[src/rtl/conv_lsu_arbiter_if.sv]
// Signal bundle between conv_lsu_arbiter, the core LSU, the convolution load engine and data memory.
// Defining CONV_ARB_STATS_EN adds the three statistics counters to the bundle.

// Request handshake: a request transfers in a cycle where req and ready are
// both high. A requester that sees ready low must hold req and addr stable
// until it is accepted. Responses (*_data_valid) have no back-pressure and are
// valid for exactly the cycle in which they are high.
interface conv_lsu_arbiter_if;
   logic        core_req_i;
   logic [31:0] core_addr_i;
   logic        core_ready_o;
   logic        core_data_valid_o;
   logic [31:0] core_data_o;

   logic        acc_req_i;
   logic [31:0] acc_addr_i;
   logic        acc_ready_o;
   logic        acc_data_valid_o;
   logic [31:0] acc_data_o;

   logic        mem_req_o;
   logic [31:0] mem_addr_o;
   logic        mem_ready_i;
   logic        mem_data_valid_i;
   logic [31:0] mem_data_i;

   logic        err_o;

`ifdef CONV_ARB_STATS_EN
   logic [31:0] stat_core_grants_o;
   logic [31:0] stat_acc_grants_o;
   logic [31:0] stat_full_cycles_o;
`endif

   modport slave (
`ifdef CONV_ARB_STATS_EN
      output stat_core_grants_o,
      output stat_acc_grants_o,
      output stat_full_cycles_o,
`endif
      input  core_req_i,
      input  core_addr_i,
      output core_ready_o,
      output core_data_valid_o,
      output core_data_o,
      input  acc_req_i,
      input  acc_addr_i,
      output acc_ready_o,
      output acc_data_valid_o,
      output acc_data_o,
      output mem_req_o,
      output mem_addr_o,
      input  mem_ready_i,
      input  mem_data_valid_i,
      input  mem_data_i,
      output err_o
   );

   modport master (
`ifdef CONV_ARB_STATS_EN
      input  stat_core_grants_o,
      input  stat_acc_grants_o,
      input  stat_full_cycles_o,
`endif
      output core_req_i,
      output core_addr_i,
      input  core_ready_o,
      input  core_data_valid_o,
      input  core_data_o,
      output acc_req_i,
      output acc_addr_i,
      input  acc_ready_o,
      input  acc_data_valid_o,
      input  acc_data_o,
      input  mem_req_o,
      input  mem_addr_o,
      output mem_ready_i,
      output mem_data_valid_i,
      output mem_data_i,
      input  err_o
   );
endinterface

[src/rtl/conv_lsu_arbiter.sv]
// Shares one data-memory read port between the core LSU and the conv load engine, routing in-order responses by owner tag.
// Optional statistics counters are built when CONV_ARB_STATS_EN is defined.
module conv_lsu_arbiter #(
   parameter int unsigned MAX_OUTSTANDING = 4,
   parameter int unsigned STARVE_LIMIT    = 8
) (
   input logic               clk_i,
   input logic               rst_ni,
   conv_lsu_arbiter_if.slave bus
);

   localparam int unsigned PTR_W = $clog2(MAX_OUTSTANDING);
   localparam int unsigned CNT_W = PTR_W + 1;
   localparam int unsigned STV_W = $clog2(STARVE_LIMIT + 1);

   localparam logic [CNT_W-1:0] FULL_CNT = CNT_W'(MAX_OUTSTANDING);
   localparam logic [STV_W-1:0] STV_MAX  = STV_W'(STARVE_LIMIT);

   // One owner bit per in-flight read: 0 = core, 1 = accelerator.
   logic [MAX_OUTSTANDING-1:0] tag_q, tag_d;
   logic [PTR_W-1:0]           wr_ptr_q, wr_ptr_d;
   logic [PTR_W-1:0]           rd_ptr_q, rd_ptr_d;
   logic [CNT_W-1:0]           count_q, count_d;
   logic [STV_W-1:0]           starve_q, starve_d;
   logic                       err_q, err_d;

   logic full;
   logic empty;
   logic any_req;
   logic sel_acc;
   logic mem_req;
   logic issue;
   logic grant_c;
   logic grant_a;
   logic pop;
   logic head_acc;

   always_comb begin
      full     = (count_q == FULL_CNT);
      empty    = (count_q == '0);
      any_req  = bus.core_req_i | bus.acc_req_i;
      sel_acc  = bus.acc_req_i & ((starve_q == STV_MAX) | ~bus.core_req_i);
      mem_req  = ~full & any_req;
      issue    = mem_req & bus.mem_ready_i;
      grant_c  = issue & ~sel_acc;
      grant_a  = issue & sel_acc;
      pop      = bus.mem_data_valid_i & ~empty;
      head_acc = tag_q[rd_ptr_q];
   end

   assign bus.mem_req_o  = mem_req;
   assign bus.mem_addr_o = !mem_req ? 32'd0 : (sel_acc ? bus.acc_addr_i : bus.core_addr_i);

   assign bus.core_ready_o = grant_c;
   assign bus.acc_ready_o  = grant_a;

   // Responses are routed by the tag at the FIFO head in the same cycle.
   assign bus.core_data_valid_o = pop & ~head_acc;
   assign bus.acc_data_valid_o  = pop & head_acc;
   assign bus.core_data_o       = (pop & ~head_acc) ? bus.mem_data_i : 32'd0;
   assign bus.acc_data_o        = (pop & head_acc) ? bus.mem_data_i : 32'd0;

   assign bus.err_o = err_q;

   always_comb begin
      tag_d    = tag_q;
      wr_ptr_d = wr_ptr_q;
      rd_ptr_d = rd_ptr_q;
      count_d  = count_q;
      starve_d = starve_q;
      err_d    = err_q;

      if (issue) begin
         tag_d[wr_ptr_q] = sel_acc;
         wr_ptr_d        = wr_ptr_q + PTR_W'(1);
      end

      if (pop) begin
         rd_ptr_d = rd_ptr_q + PTR_W'(1);
      end

      case ({issue, pop})
         2'b10:   count_d = count_q + CNT_W'(1);
         2'b01:   count_d = count_q - CNT_W'(1);
         default: count_d = count_q;
      endcase

      // Counts cycles the accelerator loses to the core; idle cycles leave it alone.
      if (!bus.acc_req_i || grant_a) begin
         starve_d = '0;
      end else if (grant_c && (starve_q != STV_MAX)) begin
         starve_d = starve_q + STV_W'(1);
      end

      if (bus.mem_data_valid_i && empty) begin
         err_d = 1'b1;
      end
   end

   always_ff @(posedge clk_i or negedge rst_ni) begin
      if (!rst_ni) begin
         tag_q    <= '0;
         wr_ptr_q <= '0;
         rd_ptr_q <= '0;
         count_q  <= '0;
         starve_q <= '0;
         err_q    <= 1'b0;
      end else begin
         tag_q    <= tag_d;
         wr_ptr_q <= wr_ptr_d;
         rd_ptr_q <= rd_ptr_d;
         count_q  <= count_d;
         starve_q <= starve_d;
         err_q    <= err_d;
      end
   end

`ifdef CONV_ARB_STATS_EN
   logic [31:0] stat_core_q, stat_core_d;
   logic [31:0] stat_acc_q, stat_acc_d;
   logic [31:0] stat_full_q, stat_full_d;

   // Free-running counters; they wrap silently on overflow.
   always_comb begin
      stat_core_d = stat_core_q + {31'd0, grant_c};
      stat_acc_d  = stat_acc_q + {31'd0, grant_a};
      stat_full_d = stat_full_q + {31'd0, full & any_req};
   end

   always_ff @(posedge clk_i or negedge rst_ni) begin
      if (!rst_ni) begin
         stat_core_q <= '0;
         stat_acc_q  <= '0;
         stat_full_q <= '0;
      end else begin
         stat_core_q <= stat_core_d;
         stat_acc_q  <= stat_acc_d;
         stat_full_q <= stat_full_d;
      end
   end

   assign bus.stat_core_grants_o = stat_core_q;
   assign bus.stat_acc_grants_o  = stat_acc_q;
   assign bus.stat_full_cycles_o = stat_full_q;
`endif

endmodule

[src/flat_wrapper.sv]
// flat-port wrapper written by rule: the top's interface ports become plain ports
module conv_lsu_arbiter_flat 
#(
   parameter int unsigned MAX_OUTSTANDING = 4,
   parameter int unsigned STARVE_LIMIT    = 8
)
  (clk_i, rst_ni, bus_core_req_i, bus_core_addr_i, bus_core_ready_o, bus_core_data_valid_o, bus_core_data_o, bus_acc_req_i, bus_acc_addr_i, bus_acc_ready_o, bus_acc_data_valid_o, bus_acc_data_o, bus_mem_req_o, bus_mem_addr_o, bus_mem_ready_i, bus_mem_data_valid_i, bus_mem_data_i, bus_err_o);
  conv_lsu_arbiter_if bus_i ();
  input logic clk_i;
  input logic rst_ni;
  input wire logic [$bits(bus_i.core_req_i)-1:0] bus_core_req_i;
  input wire logic [$bits(bus_i.core_addr_i)-1:0] bus_core_addr_i;
  output wire logic [$bits(bus_i.core_ready_o)-1:0] bus_core_ready_o;
  output wire logic [$bits(bus_i.core_data_valid_o)-1:0] bus_core_data_valid_o;
  output wire logic [$bits(bus_i.core_data_o)-1:0] bus_core_data_o;
  input wire logic [$bits(bus_i.acc_req_i)-1:0] bus_acc_req_i;
  input wire logic [$bits(bus_i.acc_addr_i)-1:0] bus_acc_addr_i;
  output wire logic [$bits(bus_i.acc_ready_o)-1:0] bus_acc_ready_o;
  output wire logic [$bits(bus_i.acc_data_valid_o)-1:0] bus_acc_data_valid_o;
  output wire logic [$bits(bus_i.acc_data_o)-1:0] bus_acc_data_o;
  output wire logic [$bits(bus_i.mem_req_o)-1:0] bus_mem_req_o;
  output wire logic [$bits(bus_i.mem_addr_o)-1:0] bus_mem_addr_o;
  input wire logic [$bits(bus_i.mem_ready_i)-1:0] bus_mem_ready_i;
  input wire logic [$bits(bus_i.mem_data_valid_i)-1:0] bus_mem_data_valid_i;
  input wire logic [$bits(bus_i.mem_data_i)-1:0] bus_mem_data_i;
  output wire logic [$bits(bus_i.err_o)-1:0] bus_err_o;
  assign bus_i.core_req_i = bus_core_req_i;
  assign bus_i.core_addr_i = bus_core_addr_i;
  assign bus_core_ready_o = bus_i.core_ready_o;
  assign bus_core_data_valid_o = bus_i.core_data_valid_o;
  assign bus_core_data_o = bus_i.core_data_o;
  assign bus_i.acc_req_i = bus_acc_req_i;
  assign bus_i.acc_addr_i = bus_acc_addr_i;
  assign bus_acc_ready_o = bus_i.acc_ready_o;
  assign bus_acc_data_valid_o = bus_i.acc_data_valid_o;
  assign bus_acc_data_o = bus_i.acc_data_o;
  assign bus_mem_req_o = bus_i.mem_req_o;
  assign bus_mem_addr_o = bus_i.mem_addr_o;
  assign bus_i.mem_ready_i = bus_mem_ready_i;
  assign bus_i.mem_data_valid_i = bus_mem_data_valid_i;
  assign bus_i.mem_data_i = bus_mem_data_i;
  assign bus_err_o = bus_i.err_o;
  conv_lsu_arbiter #(.MAX_OUTSTANDING(MAX_OUTSTANDING), .STARVE_LIMIT(STARVE_LIMIT)) u_core (.clk_i(clk_i), .rst_ni(rst_ni), .bus(bus_i));
endmodule
[config.mk]
export PLATFORM = sky130hd
export DESIGN_NAME = conv_lsu_arbiter_flat
export DESIGN_NICKNAME = d
export VERILOG_FILES = /design/src/rtl/conv_lsu_arbiter_if.sv /design/src/rtl/conv_lsu_arbiter.sv /design/src/flat_wrapper.sv
export SDC_FILE = /design/constraint.sdc
export NUM_CORES = 1
export LEC_CHECK = 0
export CAP_MARGIN = 10
export CORE_UTILIZATION = 33
export CTS_CLUSTER_SIZE = 8
export DETAILED_ROUTE_END_ITERATION = 8
export HOLD_SLACK_MARGIN = 0.06
export PLACE_DENSITY = 0.85
export SETUP_SLACK_MARGIN = 0.1
export SLEW_MARGIN = 40
export SYNTH_ARGS = -nofsm -noshare
export SYNTH_HDL_FRONTEND = slang
export SYNTH_SLANG_ARGS = --single-unit
[constraint.sdc]
create_clock -name clk_i -period 3.4 [get_ports clk_i]
set_input_delay 0.51 -clock clk_i [delete_from_list [all_inputs] [get_ports clk_i]]
set_output_delay 0.51 -clock clk_i [all_outputs]
set_load 0.01 [all_outputs]
==> results of run 1 <==
==> cell families (layout without fill, tap and decap cells) <==
| logic type | after synthesis | in the layout | synth area share [%] |
|---|---|---|---|
| compound gates | 77 | 77 | 22.8 |
| xor+xnor | 6 | 6 | 2.47 |
| mux | 5 | 5 | 3.17 |
| simple gates | 160 | 160 | 36.7 |
| flops | 16 | 16 | 18.8 |
| buf+inv | 48 | 229 | 11.0 |
| fa+ha+maj | 8 | 8 | 5.05 |
==> worst paths after layout <==
| check | cells after the start | startpoint | endpoint | slack [ns] |
|---|---|---|---|---|
| worst max-delay path | 6 | bus_core_req_i | bus_mem_addr_o[31] | 0.28 |
| worst min-delay path | 1 | rst_ni | u_core.wr_ptr_q[0] | 0.16 |
| worst max register to register | 9 | u_core.count_q[1] | u_core.count_q[2] | 1.37 |
| worst min register to register | 1 | u_core.bus.err_o | u_core.bus.err_o | 0.46 |
| max in group asynchronous | 1 | rst_ni | u_core.count_q[1] | 2.97 |
| min in group clk_i | 1 | u_core.bus.err_o | u_core.bus.err_o | 0.46 |
==> layout make-up <==
| type | instances | area, um^2 | area share [%] |
|---|---|---|---|
| inverter | 11 | 41.3 | 0.974 |
| sequential | 16 | 400 | 9.45 |
| tap | 75 | 93.8 | 2.21 |
| clock buffer | 4 | 55.1 | 1.30 |
| timing repair buffer | 214 | 2150 | 50.7 |
| multi-input combinational | 256 | 1500 | 35.4 |
==> power by group <==
| part | switching, mW | internal [mW] |
|---|---|---|
| sequential | 0.0627 | 0.263 |
| clock | 0.0677 | 0.103 |
| combinational | 0.788 | 0.866 |
==> state kept, by name, indices dropped and copies added (netlist names) <==
signal / flops
u_core.wr_ptr_q: 2
u_core.rd_ptr_q: 2
u_core.bus.err_o: 1
u_core.count_q: 3
u_core.starve_q: 4
u_core.tag_q: 4
==> layer usage <==
metal	vias to the layer above	wire [um]	global-route usage, %
li1	1499	-	-
met1	1375	3540	29.6
met2	112	4620	42.8
met3	10	500	4.73
met4	0	97	5.09
met5	-	0	0
==> placed cells by master (no fill, tap or decap), types with 2 or more instances in the layout <==
cell type,netlist,layout
buf_12,0,3
nand2_1,41,41
inv_1,11,11
o21ai_0,4,4
nor2_1,34,34
and2_1,2,2
nand4b_1,2,2
xnor2_1,3,3
ha_1,7,7
mux2_2,4,4
clkdlybuf4s50_1,0,202
buf_4,1,8
nand4_1,3,3
a21oi_1,33,33
dfrtp_1,16,16
o211ai_1,34,34
o22ai_1,2,2
nand3_1,38,38
clkbuf_8,0,4
xor2_1,3,3
and3_1,32,32
==> through the flow <==
stage / hold WS [ns] / util, % / cells / power (mW)
2_1_floorplan: 0.214 / - / 320 / 1.22
3_3_place_gp: 0.449 / 69.1 / 572 / 1.93
3_5_place_dp: 0.448 / 69.1 / 572 / 1.99
4_1_cts: 0.465 / 70.0 / 576 / 2.16
5_1_grt: 0.183 / 69.9 / 576 / 2.30
6_report: 0.163 / 69.9 / 576 / 2.15
==> flow_summary.toml, run 1 <==
[worst_hold_path]
hold_class = "in -> async"

[timing]
finClkSkew_ns = 0.00380
finalCritPeriodShare_pct = 91.8
slew_viol_final = 0
slew_headroom_pct = 63.7
rsz0062_at_grt = "no"
fin_ws_ns = 0.278
finalSetupTns_ns = 0
max_freq_mhz = 320
worstMarginPinSlew_ns = 0.544
period_minus_slack_ns = 3.12
finalHoldViolations = 0
setup-violations-final = 0

[setup_path]
worst-setup-path-type = "in -> out"
cp_num_buf_inv = 3
slowest_stage = "clkdlybuf4s50_1"
crit_arrival_ns = 2.61
path_delay_family = "buffers and inverters"
end_kind = "primary output"
cpMostUsedCell = "clkdlybuf4s50_1"
cp_cell_sequence = "clkdlybuf4s50_1 -> nand2b_1 -> buf_12 -> nand3_1 -> a21oi_1 -> clkdlybuf4s50_1"
critPathRequiredTime_ns = 2.89
cpPeakStageDelay_ns = 0.61
startpoint_type = "primary input"
cp_max_fo = 20

[placement]
port_buffers = 203
place_ws_ns = 0.318
postPlaceCellArea_um2 = 4190
dp.final_hpwl_mm = 6.77
place.gp.congestion = 0.763

[clock_network]
post_cts_resized = 0
clock-sinks = 16
cts_hold_buf = 0
tritoncts.num_buffers = 3
clk_pin_slew_worst_paths_ns = 0.07
cts-root-buf = "clkbuf_8"
post-cts-setup-buffers = 0
cts.htree.levels = 1
worstSkewPairLatency_ns = 0.25
cts_tree = "yes"
cts_buffer_depth = 2

[synth]
yosysSeqAreaShare_pct = 18.8
ys_ff_latch = 16
synthesis.nets = 430
syn_inst = 320
synth_top_area_cell = "dfrtp_1"
synth_cell_types = 36
synth_area_um2 = 2130
yosys.cell_count.top_type = "nand2_1"
synth_edf_count = 0
synth-main-ff-cell = "dfrtp_1"
synth_common_cells = "nand2_1 (41), nand3_1 (38), nor2_1 (34), o211ai_1 (34), a21oi_1 (33)"
yosysWarnings = 0
synthTopCellsByArea = "dfrtp_1 (19%), o211ai_1 (12%), and3_1 (9.4%)"
async_reset_ff_share_pct = 100
synth_top_area_share_pct = 18.8
synth_area_per_cell_um2 = 6.66

[grt]
grt_max_degree = 69
grt_pass1_wl_mm = 12.6
grt_pass1_vias = 2570
grt.total_usage_pct = 24.0
overflow = 0
antenna_found_initial = 0

[final_layout]
final_net_count = 612
fillers = 494
areaGrowthSynthToFinish_pct = 98.8
stdcell_area_um2 = 4240
drive_gt1_share_pct = 4.79
antenna_cells = 0

[pwr]
powerDensity_nw_per_um2 = 507
p_leak_nw = 1.79
max-vdd-ir-drop_uv = 347

[run]
max_cap_violations = 0

[routing]
antenna_left = 0
drt_iter0_drc = 176
drtPass1Iterations = 5
route.detailed.wl_per_inst_um = 15.2
vias_per_cell = 5.20
totalWireLength_mm = 8.77
drcViolationCount = 0
num_vias = 2996

[floorplan]
die_area_um2 = 6790
rows = 28
dieHeight_um = 82.4
start_util_pct = 35.2
die_x_um = 82.4
io_pins = 204
core-area_um2 = 6060

[run_status]
outcome = "complete, no violations"
Note: power is estimated with default switching activity, not from simulation.
==> run 2, diff against run 1 <==
--- a/config.mk
+++ b/config.mk
@@ -11,6 +11,7 @@
 export DETAILED_ROUTE_END_ITERATION = 8
 export HOLD_SLACK_MARGIN = 0.06
 export PLACE_DENSITY = 0.85
+export RECOVER_POWER = 100
 export SETUP_SLACK_MARGIN = 0.1
 export SLEW_MARGIN = 40
 export SYNTH_ARGS = -nofsm -noshare
==> run 2 against run 1 <==
Worst hold slack improved by 0.18 ns. Clock-buffer cell count did not move. Sequential share of layout area barely moved. Clock skew rose by 0.0015 ns. First-iteration DRC count rose by 9.7%. Power fell by 5.1%. Die area did not move. Routed wire length barely moved. Cell area fell by 0.32%. Utilization fell by 0.23 points. Clock power barely moved. Critical path depth rose by 1. Critical path type unchanged.
==> flow_summary.toml, run 2 (synthesized netlist as in run 1, its figures left out) <==
[clock_network]
post_cts_resized = 0
cts.htree.levels = 1
tritoncts.num_buffers = 3
cts_tree = "yes"
post-cts-setup-buffers = 0
cts-root-buf = "clkbuf_8"
clk_pin_slew_worst_paths_ns = 0.07
worstSkewPairLatency_ns = 0.25
clock-sinks = 16
cts_hold_buf = 0
cts_buffer_depth = 2

[floorplan]
die_x_um = 82.4
io_pins = 204
start_util_pct = 35.2
dieHeight_um = 82.4
rows = 28
core-area_um2 = 6060
die_area_um2 = 6790

[placement]
port_buffers = 203
place.gp.congestion = 0.763
dp.final_hpwl_mm = 6.77
place_inst = 572
place_ws_ns = 0.318
postPlaceCellArea_um2 = 4190

[setup_path]
worst-setup-path-type = "in -> out"
cp_max_fo = 22
startpoint_type = "primary input"
crit_end = "bus_mem_addr_o[13]"
r2r-end = "u_core.count_q[2]"
crit_arrival_ns = 2.65
critPathRequiredTime_ns = 2.89
rr_worst_depth = 9
r2r_slack_ns = 1.37
startpoint = "bus_acc_req_i"
end_kind = "primary output"
reg2reg_from = "u_core.count_q[1]"

[final_layout]
utilization_pct = 69.7
final_net_count = 612
final_common_cell = "clkdlybuf4s50_1"
antenna_cells = 0
drive_gt1_share_pct = 4.19
stdcell_area_um2 = 4220
layout_common_cells = "clkdlybuf4s50_1 (118), dlygate4sd3_1 (84), nand2_1 (41), nand3_1 (38)"
largest_registers = "u_core.starve_q: 4 flops, u_core.tag_q: 4 flops, u_core.count_q: 3 flops"
fin_cells = 576
areaGrowthSynthToFinish_pct = 98.1

[timing]
finClkSkew_ns = 0.00534
finalSetupTns_ns = 0
slew_viol_final = 0
timing.hold.ws_ns = 0.345
finalCritPeriodShare_pct = 92.8
fin_ws_ns = 0.243
period_minus_slack_ns = 3.16
slew_headroom_pct = 35.6
setup-violations-final = 0
rsz0062_at_grt = "no"
finalHoldViolations = 0
worstMarginPinSlew_ns = 0.966
max_freq_mhz = 317

[grt]
use_met3_pct = 4.73
antenna_found_initial = 0
grt.total_usage_pct = 24.0
busiest_layer = "met2"
grtUsageMet1_pct = 29.6
overflow = 0
grt_max_degree = 69
grt_pass1_wl_mm = 12.6
grt_pass1_vias = 2570
met2_usage_pct = 42.8

[pwr]
powerDensity_nw_per_um2 = 483
p_leak_nw = 1.99
p_total_mw = 2.04
max-vdd-ir-drop_uv = 347

[run_status]
outcome = "complete, no violations"

[routing]
antenna_left = 0
drcViolationCount = 0
drt_iter0_drc = 193
vias_per_cell = 5.17
num_vias = 2979
drtPass1Iterations = 5
route.detailed.wl_per_inst_um = 15.2
totalWireLength_mm = 8.77

[run]
max_cap_violations = 0

[worst_hold_path]
hold_class = "in -> async"
run 2: metal layers:
| metal | up-vias | share of wire [%] |
|---|---|---|
| met1 | 1363 | 41 |
| met4 | 0 | 1.1 |
| li1 | 1499 | - |
| met2 | 107 | 53 |
| met5 | - | 0 |
| met3 | 10 | 5.0 |
run 2: how the worst min path moves through the flow:
| stage | startpoint | slack (ns) | end |
|---|---|---|---|
| finish | rst_ni | 0.34 | u_core.tag_q[1] |
| global route | rst_ni | 0.40 | u_core.wr_ptr_q[0] |
| floorplan | rst_ni | 0.21 | u_core.bus.err_o |
| detailed placement | u_core.bus.err_o | 0.45 | u_core.bus.err_o |
| CTS | u_core.bus.err_o | 0.46 | u_core.bus.err_o |
| global placement | u_core.bus.err_o | 0.45 | u_core.bus.err_o |
run 2: cell type report:
cell class | count | area [um^2]
Inverter | 11 | 41.3
Sequential cell | 16 | 400
Clock buffer | 4 | 55.1
Tap cell | 75 | 93.8
Fill cell | 496 | 1840
Multi-Input combinational cell | 256 | 1500
Timing Repair Buffer | 214 | 2140
run 2: power breakdown:
group | total (mW) | switching [mW] | internal, mW
sequential | 0.326 | 0.0629 | 0.263
clock | 0.171 | 0.0682 | 0.103
combinational | 1.54 | 0.777 | 0.767
run 2: critical path, cell delays in order:
cell	delay, ns
clkdlybuf4s50_1	0.49
clkbuf_1	0.42
nand4b_1	0.18
buf_4	0.25
nand3_1	0.11
a21oi_1	0.07
dlygate4sd3_1	0.62
